## config.mk

```make
export PLATFORM = sky130hd
export DESIGN_NAME = cond_logic
export DESIGN_NICKNAME = d
export VERILOG_FILES = /design/src/rtl/cond_logic_pkg.sv /design/src/rtl/cond_logic_cond_check.sv /design/src/rtl/cond_logic.sv
export SDC_FILE = /design/constraint.sdc
export NUM_CORES = 1
export LEC_CHECK = 0
export ABC_AREA = 1
export CAP_MARGIN = 20
export CORE_AREA = 2 2 39 41
export CTS_CLUSTER_DIAMETER = 80
export DETAILED_ROUTE_END_ITERATION = 8
export DIE_AREA = 0 0 41 43
export DONT_BUFFER_PORTS = 1
export GPL_TIMING_DRIVEN = 0
export PLACE_DENSITY = 0.51
export SYNTH_ARGS = -nofsm -noshare
export SYNTH_HDL_FRONTEND = slang
export SYNTH_HIERARCHICAL = 1
export SYNTH_SLANG_ARGS = --single-unit
```

## constraint.sdc

```tcl
create_clock -name CLK -period 1.3 [get_ports CLK]
set_clock_uncertainty 0.15 [all_clocks]
set_input_delay 0.065 -clock CLK [delete_from_list [all_inputs] [get_ports CLK]]
set_output_delay 0.065 -clock CLK [all_outputs]
set_load 0.01 [all_outputs]
```

## src/rtl/cond_logic_pkg.sv

```systemverilog
// ----------------------------------------------------------------------------
// cond_logic_pkg
//   Shared definitions for the conditional-execution / flag-register stage:
//   ARM condition-code encodings, NZCV bit positions within the 4-bit flag
//   vector, and the meaning of each FlagW bit.
// ----------------------------------------------------------------------------
package cond_logic_pkg;

    // Instruction condition field, bits [31:28].
    typedef enum logic [3:0] {
        COND_EQ = 4'b0000,
        COND_NE = 4'b0001,
        COND_CS = 4'b0010,
        COND_CC = 4'b0011,
        COND_MI = 4'b0100,
        COND_PL = 4'b0101,
        COND_VS = 4'b0110,
        COND_VC = 4'b0111,
        COND_HI = 4'b1000,
        COND_LS = 4'b1001,
        COND_GE = 4'b1010,
        COND_LT = 4'b1011,
        COND_GT = 4'b1100,
        COND_LE = 4'b1101,
        COND_AL = 4'b1110,
        COND_NV = 4'b1111
    } cond_e;

    // Bit positions inside the {N,Z,C,V} flag vector.
    localparam int unsigned FLAG_N = 3;
    localparam int unsigned FLAG_Z = 2;
    localparam int unsigned FLAG_C = 1;
    localparam int unsigned FLAG_V = 0;

    // FlagW bits: [1] writes the N,Z field, [0] writes the C,V field.
    localparam int unsigned FLAGW_NZ = 1;
    localparam int unsigned FLAGW_CV = 0;

endpackage

```

## src/rtl/cond_logic_cond_check.sv

```systemverilog
// ----------------------------------------------------------------------------
// cond_check
//   Purely combinational condition evaluator.
//   Ports:
//     Cond   in  [3:0]  instruction condition field
//     Flags  in  [3:0]  stored {N,Z,C,V}
//     CondEx out        condition passed
// ----------------------------------------------------------------------------
module cond_check
    import cond_logic_pkg::*;
(
    input  logic [3:0] Cond,
    input  logic [3:0] Flags,
    output logic       CondEx
);

    logic w_n;
    logic w_z;
    logic w_c;
    logic w_v;
    logic w_ge;

    assign w_n  = Flags[FLAG_N];
    assign w_z  = Flags[FLAG_Z];
    assign w_c  = Flags[FLAG_C];
    assign w_v  = Flags[FLAG_V];
    assign w_ge = ~(w_n ^ w_v);

    always_comb begin
        CondEx = 1'b1;
        case (cond_e'(Cond))
            COND_EQ: CondEx = w_z;
            COND_NE: CondEx = ~w_z;
            COND_CS: CondEx = w_c;
            COND_CC: CondEx = ~w_c;
            COND_MI: CondEx = w_n;
            COND_PL: CondEx = ~w_n;
            COND_VS: CondEx = w_v;
            COND_VC: CondEx = ~w_v;
            COND_HI: CondEx = w_c & ~w_z;
            COND_LS: CondEx = ~w_c | w_z;
            COND_GE: CondEx = w_ge;
            COND_LT: CondEx = ~w_ge;
            COND_GT: CondEx = ~w_z & w_ge;
            COND_LE: CondEx = w_z | ~w_ge;
            COND_AL: CondEx = 1'b1;
            // 1111 is left for the decoder to interpret; here it always passes.
            default: CondEx = 1'b1;
        endcase
    end

endmodule

```

## src/rtl/cond_logic.sv

```systemverilog
// ----------------------------------------------------------------------------
// cond_logic
//   Conditional-execution and NZCV flag-register stage after the ALU.
//   Parameters:
//     RESET_FLAGS       {N,Z,C,V} value loaded while RESET is low
//   Ports:
//     CLK      in        clock, rising edge
//     RESET    in        asynchronous active-low reset
//     Cond     in  [3:0] instruction condition field
//     ALUFlags in  [3:0] {N,Z,C,V} from the ALU, same cycle
//     FlagW    in  [1:0] [1] write N,Z   [0] write C,V
//     PCS      in        decoder PC-write request
//     RegW     in        decoder register-write request
//     MemW     in        decoder memory-write request
//     NoWrite  in        compare-type instruction, no register write
//     Stall    in        freeze all architectural updates
//     PCSrc    out       gated PC write
//     RegWrite out       gated register write
//     MemWrite out       gated memory write
//     CondEx   out       condition passed on the stored flags
//     C_Flag   out       stored C, ALU carry-in for ADC
//     Flags    out [3:0] stored {N,Z,C,V}
// ----------------------------------------------------------------------------
module cond_logic
    import cond_logic_pkg::*;
#(
    parameter logic [3:0] RESET_FLAGS = 4'b0000
) (
    input  logic       CLK,
    input  logic       RESET,
    input  logic [3:0] Cond,
    input  logic [3:0] ALUFlags,
    input  logic [1:0] FlagW,
    input  logic       PCS,
    input  logic       RegW,
    input  logic       MemW,
    input  logic       NoWrite,
    input  logic       Stall,
    output logic       PCSrc,
    output logic       RegWrite,
    output logic       MemWrite,
    output logic       CondEx,
    output logic       C_Flag,
    output logic [3:0] Flags
);

    logic [1:0] r_nz;
    logic [1:0] r_cv;
    logic [3:0] w_flags;
    logic       w_cond_ex;
    logic       w_commit;

    assign w_flags = {r_nz, r_cv};

    // Evaluated on stored flags only: an S-suffixed conditional instruction
    // sees the old flags and its new flags land at the edge (no bypass).
    cond_check u_cond_check (
        .Cond   (Cond),
        .Flags  (w_flags),
        .CondEx (w_cond_ex)
    );

    assign w_commit = w_cond_ex & ~Stall;

    always_ff @(posedge CLK or negedge RESET) begin
        if (!RESET) begin
            r_nz <= RESET_FLAGS[3:2];
        end else if (w_commit && FlagW[FLAGW_NZ]) begin
            r_nz <= ALUFlags[FLAG_N:FLAG_Z];
        end
    end

    always_ff @(posedge CLK or negedge RESET) begin
        if (!RESET) begin
            r_cv <= RESET_FLAGS[1:0];
        end else if (w_commit && FlagW[FLAGW_CV]) begin
            r_cv <= ALUFlags[FLAG_C:FLAG_V];
        end
    end

    assign CondEx   = w_cond_ex;
    assign PCSrc    = PCS & w_commit;
    assign RegWrite = RegW & ~NoWrite & w_commit;
    assign MemWrite = MemW & w_commit;
    assign C_Flag   = r_cv[FLAG_C];
    assign Flags    = w_flags;

endmodule

```

==> results by stage, run 1 <==
Outcome:
- The run finished, with violations left.
- The checks that failed: negative setup slack.

Floorplan:
- The floorplan step set the die height to 43 µm.
- The initialized floorplan defines 14 standard-cell rows.
- For this configuration, the core starts out at a cell density of 0.354.
- The total die area is 1760 µm².
- The width of the die is 41 µm.
- In this run the count of I/O pins placed on the die edge is 26.
- The core region is roughly 1400 µm².

Layout:
- The multi-input combinational cells in the finished layout cover a total of 349 µm².
- Leaving out fill and tap cells, the most frequent cells in the layout are nand2_1, dlygate4sd3_1, nand2_2, nand3_1.
- The total number of nets in the final design is 112.
- The filler cells instantiated in the layout total about 150.
- Registers take 105 µm².
- Compared with the post-synthesis result, the final layout area differs by 38.6%.
- The library cell used most frequently in the layout, excluding fill and tap cells, is nand2_1.
- In the final layout, the share of cells above drive strength 1 is 0.340.
- The final standard cell area without fillers is around 680 µm².
- The number of antenna diodes in the final layout is 0.
- The post-route core utilization is 0.490.
- For this run, the number of standard cells in the final layout without fillers is 110.

Detailed routing:
- Dividing the detail-routed wire length by the instance count gives between 10 and 15 µm.
- The number of antenna-violating nets in the routed design is 0.
- The initial DRC count is 7.
- The final wirelength is 1190 µm.
- In the routed layout, each cell is associated on average with a via count of 4.82.
- The via count is 530.
- The remaining routing DRC violations is 0.
- For this run, the detailed router's first-pass iteration total came to 4.

Worst setup path:
- The type of the worst setup path is reg -> out.
- The source of the worst register-to-register timing path is r_cv[1]$_DFFE_PN0P_.
- The number of cells on the worst reg-to-reg path is 12.
- The critical path data required time is 1090 ps.
- The category of the worst setup path capture point is a primary output.
- The highest net fanout along the worst path is 5.
- In this run the critical register-to-register path is captured at r_nz[0]$_DFFE_PN0P_.
- The kind of launch point of the worst setup path is a flop.
- The arrival time of the worst setup path is 1520 ps.
- For flop-to-flop paths, the worst setup slack is -420 ps.

Power and ir drop:
- The part of the total power dissipated in combinational logic is 0.486.
- Summing internal, switching and leakage power gives 0.000922 W.
- In this run the static leakage power is 0.323 nW.
- The fraction of power spent switching nets is 0.465.
- The internal power of the cells is slightly below 0.0005 W.
- The sequential share of power is 0.330.
- VDD sags by at most about 940 µV.
- The power density over the cells is 1360 nW/µm².
- The switching power total is 0.000429 W.
- Of the total power, the clock network draws 0.185.

Global routing:
- The global router's overall resource usage is 0.162.
- The first-pass GRT wire length is 1990 µm.
- Summed over all layers, the global routing overflow is 0.
- The via count of the first global-routing pass was 515.
- The largest net degree at the start of global routing is 9.
- The number of antenna violations at the first check in global routing is 0.

Placement:
- The routability congestion estimate is 0.718.
- The number of placed instances, taps included, is between 90 and 100.
- In this run the tool buffered the top-level ports with 0 buffer cells.
- The HPWL after detailed placement is 856 µm.
- The instance area after placement is approximately 530 µm².

Hold path:
- The worst hold path terminates at RegWrite.
- Along the worst hold path, the cell count comes to 1.
- In this run the worst hold path is classified as in -> out.
- The hold path startpoint is NoWrite.

STA:
- The final-report setup violation count is 8.
- The number of slew-limit violations in the final report is 0.
- Setup repair after global routing could not meet its margin everywhere.
- Measured against its own limit, the worst slew margin works out to 0.881.
- Of the available clock period, the critical path in the final layout requires 1.33.
- The worst hold margin is 5.23 ps.
- The final-report hold violation count is 0.
- For the pin with the worst max-slew slack, the measured transition is 178 ps.
- The timing-limited maximum frequency is 576 MHz.
- The final worst-path setup slack is -435 ps.
- The post-route minimum period is 1730 ps.

CTS:
- For this design, the sink count on the clock tree is 4.
- The maximum root-to-sink buffer count is 2.
- In this run the number of H-tree levels came out at 1.
- The latest clock arrival within the worst-skew pair is 230 ps.
- The clock transition time at the flip-flop clock pins of the worst setup and hold paths is 40 ps.
- In this run, CTS created clock tree buffers numbering 3.
- The clock tree from TritonCTS is done.
- Clock tree synthesis selected as its root buffer the cell clkbuf_4.

Synthesis:
- The sequential-to-total area share from yosys stat is 0.205.
- The synthesized net count is 97.
- The average footprint of a synthesized cell is 6.12 µm².
- In this run, distinct cell masters in the synthesized netlist total 18.
- The number of standard cells after synthesis is 80.
- The post-synthesis instance area is 489 µm².
- The Yosys step of the flow raised 6 warnings.
- The number of flip-flops and latches in the synthesized netlist is 4.

Job:
- Max-cap violations in this run came to 0.
## through the flow
step | worst slack (ps) | setup TNS (ps)
after floorplan | -198 | -1340
after global placement | -395 | -2580
after detailed placement | -377 | -2520
after CTS | -465 | -3390
after global routing | -561 | -4090
final | -435 | -3150
## worst max path at each step
stage / to / slack [ps] / start / depth (start not counted)
2_1_floorplan: r_cv[0]$_DFFE_PN0P_ / -200 / r_cv[1]$_DFFE_PN0P_ / 11
3_3_place_gp: r_nz[1]$_DFFE_PN0P_ / -400 / r_cv[1]$_DFFE_PN0P_ / 12
3_5_place_dp: r_nz[0]$_DFFE_PN0P_ / -380 / r_cv[1]$_DFFE_PN0P_ / 12
4_1_cts: MemWrite / -460 / r_cv[1]$_DFFE_PN0P_ / 11
5_1_grt: RegWrite / -560 / r_nz[1]$_DFFE_PN0P_ / 11
6_report: PCSrc / -430 / r_cv[1]$_DFFE_PN0P_ / 11
## cell usage after synthesis (all sizes together)
library cell / n / area share
nand2: 34 / 0.28
inv: 11 / 0.095
nand3: 10 / 0.17
nor2: 9 / 0.079
dfrtp: 4 / 0.20
nand4: 4 / 0.051
buf: 3 / 0.061
a21oi: 2 / 0.020
clkinv: 1 / 0.0077
nand3b: 1 / 0.015
nor3: 1 / 0.010
## cell type report
type	count	area share
Clock buffer	4	0.0387
Multi-Input combinational cell	61	0.515
Timing Repair Buffer	10	0.144
Buffer	3	0.0443
Tap cell	16	0.0295
Sequential cell	4	0.155
Inverter	12	0.0738
## critical path, cell delays in order (launching register included)
cell,delay (ps)
dfrtp_2,450
inv_2,80
nand2_2,50
nand2_1,60
nand2_1,40
nand3_1,70
nand2_1,60
nor2_1,110
nand2_2,100
buf_6,140
nand2_4,80
nor2_4,40
## per-layer routing
metal  share of wire  vias up  routed length [µm]  track usage
met5               0        -                   0            0
met4               0        0                   0       0.0600
met3           0.051        0                  61       0.0314
met2            0.58       16                 688        0.281
met1            0.37      233                 435        0.181
li1                -      281                   -            -
## cell families after synthesis
logic type	synth area share
AO/OA/AOI/OAI	0.0205
buffers and inverters	0.164
flip-flops	0.205
AND/OR/NAND/NOR	0.611
## flip-flops by register name, indices dropped and copies added (netlist names)
signal / flops
r_nz: 2
r_cv: 2
## power groups by stage
| stage | logic (W) | clock network (W) | registers [W] |
|---|---|---|---|
| after floorplan | 0.000336 | 0 | 0.000271 |
| after global placement | 0.000379 | 0 | 0.000301 |
| after detailed placement | 0.000381 | 0 | 0.000302 |
| after CTS | 0.000450 | 0.000176 | 0.000311 |
| after global routing | 0.000511 | 0.000185 | 0.000323 |
| final | 0.000448 | 0.000170 | 0.000304 |
## repair_timing
item	in CTS	in global routing
setup endpoints to repair	8	8
pin swaps	2	2
hold buffers	9	0
endpoints found under the hold margin	8	0
resized for setup	9	0
setup buffers	1	0
Power figures use the tool's default switching activity.
==> run 2: changes to the inputs <==
- CELL_PAD_IN_SITES_DETAIL_PLACEMENT: unset -> 0
- CELL_PAD_IN_SITES_GLOBAL_PLACEMENT: unset -> 1
- CORE_AREA: 2 2 39 41 -> unset
- CORE_MARGIN: unset -> 4
- CORE_UTILIZATION: unset -> 33
- DIE_AREA: 0 0 41 43 -> unset
- PLACE_DENSITY: 0.51 -> 0.66
==> run 2 against run 1 <==
  * The run still ends with negative setup slack left
  * Maximum frequency is 1.6% lower
  * Final area is 2.2% higher
  * Sequential power hardly changed
  * Worst hold slack worse by 5.1 ps
  * Count of clock-buffer cells in the layout stayed put
  * Critical path type unchanged
  * Largest power group unchanged
==> results by stage, run 2 (synthesis gave the netlist of run 1 again) <==
Outcome:
- The flow ran to the end, but the final reports show violations.
- The final reports fail on negative setup slack.

Floorplan:
- The height of the chip is 46.5 µm (+8.2%).
- The total die area is 2160 µm² (+23%).
- The core box area came to 1350 µm² (-2.4%).
- The total I/O pin count is 26 (unchanged).
- The effective utilization at floorplan is 0.362 (+0.00885).
- The width of the die is 46.5 µm (+13%).
- The number of rows created at floorplan came to 13 (-1).

Power and ir drop:
- The part of the total power dissipated in combinational logic was 0.500 (+0.014).
- The power density over the cells came to 1380 nW/µm² (+1.1%).
- The internal power of the cells is 0.000509 W (+3.1%).
- The leakage dissipation is 0.330 nW (+2.0%).
- The fraction of power spent switching nets is 0.466 (+0.00121).
- The worst vdd rail ir drop is 886 µV (-6.1%).
- The switching power total came to 0.000444 W (+3.6%).
- The sequential share of power is 0.321 (-0.009).
- The power share of the clock group is 0.179 (-0.006).

Global routing:
- The number of antenna violations at the first check in global routing is 0 (unchanged).
- The global router's overall resource usage came to 0.133 (-0.0288).
- The final global-route overflow total is 0 (unchanged).
- The via count of the first global-routing pass was 485 (-5.8%).
- The largest net degree at the start of global routing is 9 (unchanged).
- The first-pass GRT wire length is 2080 µm (+4.1%).

STA:
- The timing-limited maximum frequency is 567 MHz (-1.6%).
- The post-route minimum period is 1760 ps (+28.2 ps).
- The worst hold margin is 0.158 ps (-5.07 ps).
- The final-report hold violation count is 0 (unchanged).
- The final sum of negative setup slack came to -3060 ps (+92.1 ps).
- Setup repair after global routing could not meet its margin everywhere.
- The final clock period utilization by the worst path was 1.36 (+0.0217).
- The final worst-path setup slack came to -463 ps (-28.2 ps).
- The headroom to the max-slew limit came to 0.784 (-0.0973).
- The final-report setup violation count is 8 (unchanged).
- The slew at the pin with the worst max-slew slack is 324 ps (+145 ps).
- The number of slew-limit violations in the final report is 0 (unchanged).

CTS:
- The TritonCTS sink count is 4 (unchanged).
- The clock root buffer is clkbuf_4.
- TritonCTS built the clock tree.
- The number of H-tree branching levels is 1 (unchanged).
- The clock transition time at the flip-flop clock pins of the worst setup and hold paths is 40 ps (about the same).
- The latest clock arrival within the worst-skew pair is 240 ps (about the same).
- The total clock buffers created by CTS came to 3 (unchanged).
- The maximum root-to-sink buffer count was 2 (unchanged).

Worst setup path:
- Among all stages on the critical path, the largest delay is contributed by dfrtp_2.
- The type of the worst setup path is reg -> out.
- The highest net fanout along the worst path came to 6 (+1).
- The arrival time of the worst setup path is 1550 ps (+30 ps).
- Walking the worst path, the cells encountered are inv_2, nand2_1, nand3_1, nand3_1, nand2_1, nor2_2, nand2_2, buf_6, nand3_4, nor2_4.
- The largest stage delay on the critical path came to 470 ps (+20 ps).
- The critical path data required time is 1090 ps (about the same).
- The kind of cell with the highest combined delay along the critical path is simple AND/OR/NAND/NOR gates.
- The worst setup path is launched from a flop.
- The buffering stage count on the worst path with inverters included was 2 (unchanged).
- STA classifies the critical path endpoint as a primary output.

Layout:
- The number of diodes added for antenna fixing is 0 (unchanged).
- The growth of design area from synthesis to finish is 41.7%.
- The final standard cell area without fillers was 693 µm² (+2.2%).
- In the layout the commonest cells are nand2_1, dlygate4sd3_1, inv_1, nand2_2, nand3_1.
- Leaving out fill and tap cells, the most frequent cell in the layout is nand2_1.
- In the final layout, the registers with the most flip-flops are r_cv (2), r_nz (2).
- The share of final-layout standard cells stronger than drive strength 1 is 0.362 (+0.0213).
- The total number of nets in the final design is 112 (unchanged).

Hold path:
- The min-delay analysis places its worst path in the category in -> out.

Detailed routing:
- The via count is 535 (+0.94%).
- The initial DRC count is 9 (+2).
- The average wire length per cell after detail routing is 10.8 µm (about the same).
- The number of antenna-violating nets in the routed design was 0 (unchanged).
- The remaining routing DRC violations was 0 (unchanged).
- The number of search-and-repair iterations in the first detailed-routing pass is 3 (-1).
- The final wirelength is 1170 µm (-0.93%).
- The vias per cell is 4.91 (+1.9%).

Job:
- The count of maximum capacitance violations was 0 (unchanged).

Placement:
- The number of port buffers is 0 (unchanged).
- The instance area after placement was 527 µm² (-0.24%).
- The HPWL after detailed placement is 910 µm (+6.2%).
- The routability congestion estimate was 0.733 (+2.2%).
[run 2: worst paths after layout]
path | startpoint | end | slack [ps] | cells after the start
min reg2reg | r_cv[1]$_DFFE_PN0P_ | r_cv[1]$_DFFE_PN0P_ | 440 | 2
max reg2reg | r_nz[1]$_DFFE_PN0P_ | r_cv[1]$_DFFE_PN0P_ | -400 | 12
min | NoWrite | RegWrite | 0.2 | 1
max in group asynchronous | RESET | r_cv[1]$_DFFE_PN0P_ | 330 | 2
min in group asynchronous | RESET | r_nz[1]$_DFFE_PN0P_ | 490 | 2
max | r_nz[1]$_DFFE_PN0P_ | RegWrite | -460 | 10
[run 2: final cells by class]
| class | count | area [µm²] |
|---|---|---|
| fill | 137 | 657 |
| inverter | 12 | 50.0 |
| buffer | 3 | 30.0 |
| sequential | 4 | 105 |
| tap | 15 | 18.8 |
| clock buffer | 4 | 26.3 |
| timing repair buffer | 10 | 101 |
| multi-input combinational | 61 | 362 |
[run 2: power groups by stage]
stage	clock [W]	sequential, W	combinational [W]
global placement	0	0.000302	0.000379
detailed placement	0	0.000300	0.000380
global route	0.000188	0.000324	0.000545
floorplan	0	0.000271	0.000336
finish	0.000171	0.000306	0.000477
CTS	0.000180	0.000308	0.000448
[run 2: routing by layer]
| metal | vias up | global-route usage | part of all wire |
|---|---|---|---|
| met3 | 0 | 0.0391 | 0.12 |
| met2 | 22 | 0.239 | 0.50 |
| met5 | - | 0 | 0 |
| met1 | 236 | 0.144 | 0.38 |
| li1 | 277 | - | - |
| met4 | 0 | 0.0511 | 0 |
[run 2: metrics by stage]
step | std cells | total power, W | utilization | worst slack (ps)
6_report | 109 | 0.000953 | 0.513 | -463
5_1_grt | 109 | 0.00106 | 0.513 | -583
4_1_cts | 109 | 0.000936 | 0.501 | -465
3_3_place_gp | 95 | 0.000681 | 0.390 | -390
2_1_floorplan | 80 | 0.000607 | - | -198
3_5_place_dp | 95 | 0.000681 | 0.390 | -388
[run 2: repair_timing]
action / CTS / global route
pin swaps: 1 / 9
endpoints found under the hold margin: 8 / 0
setup buffers: 1 / 0
hold buffers: 9 / 0
resized for setup: 8 / 5
cloned: 0 / 0
setup endpoints to repair: 8 / 8
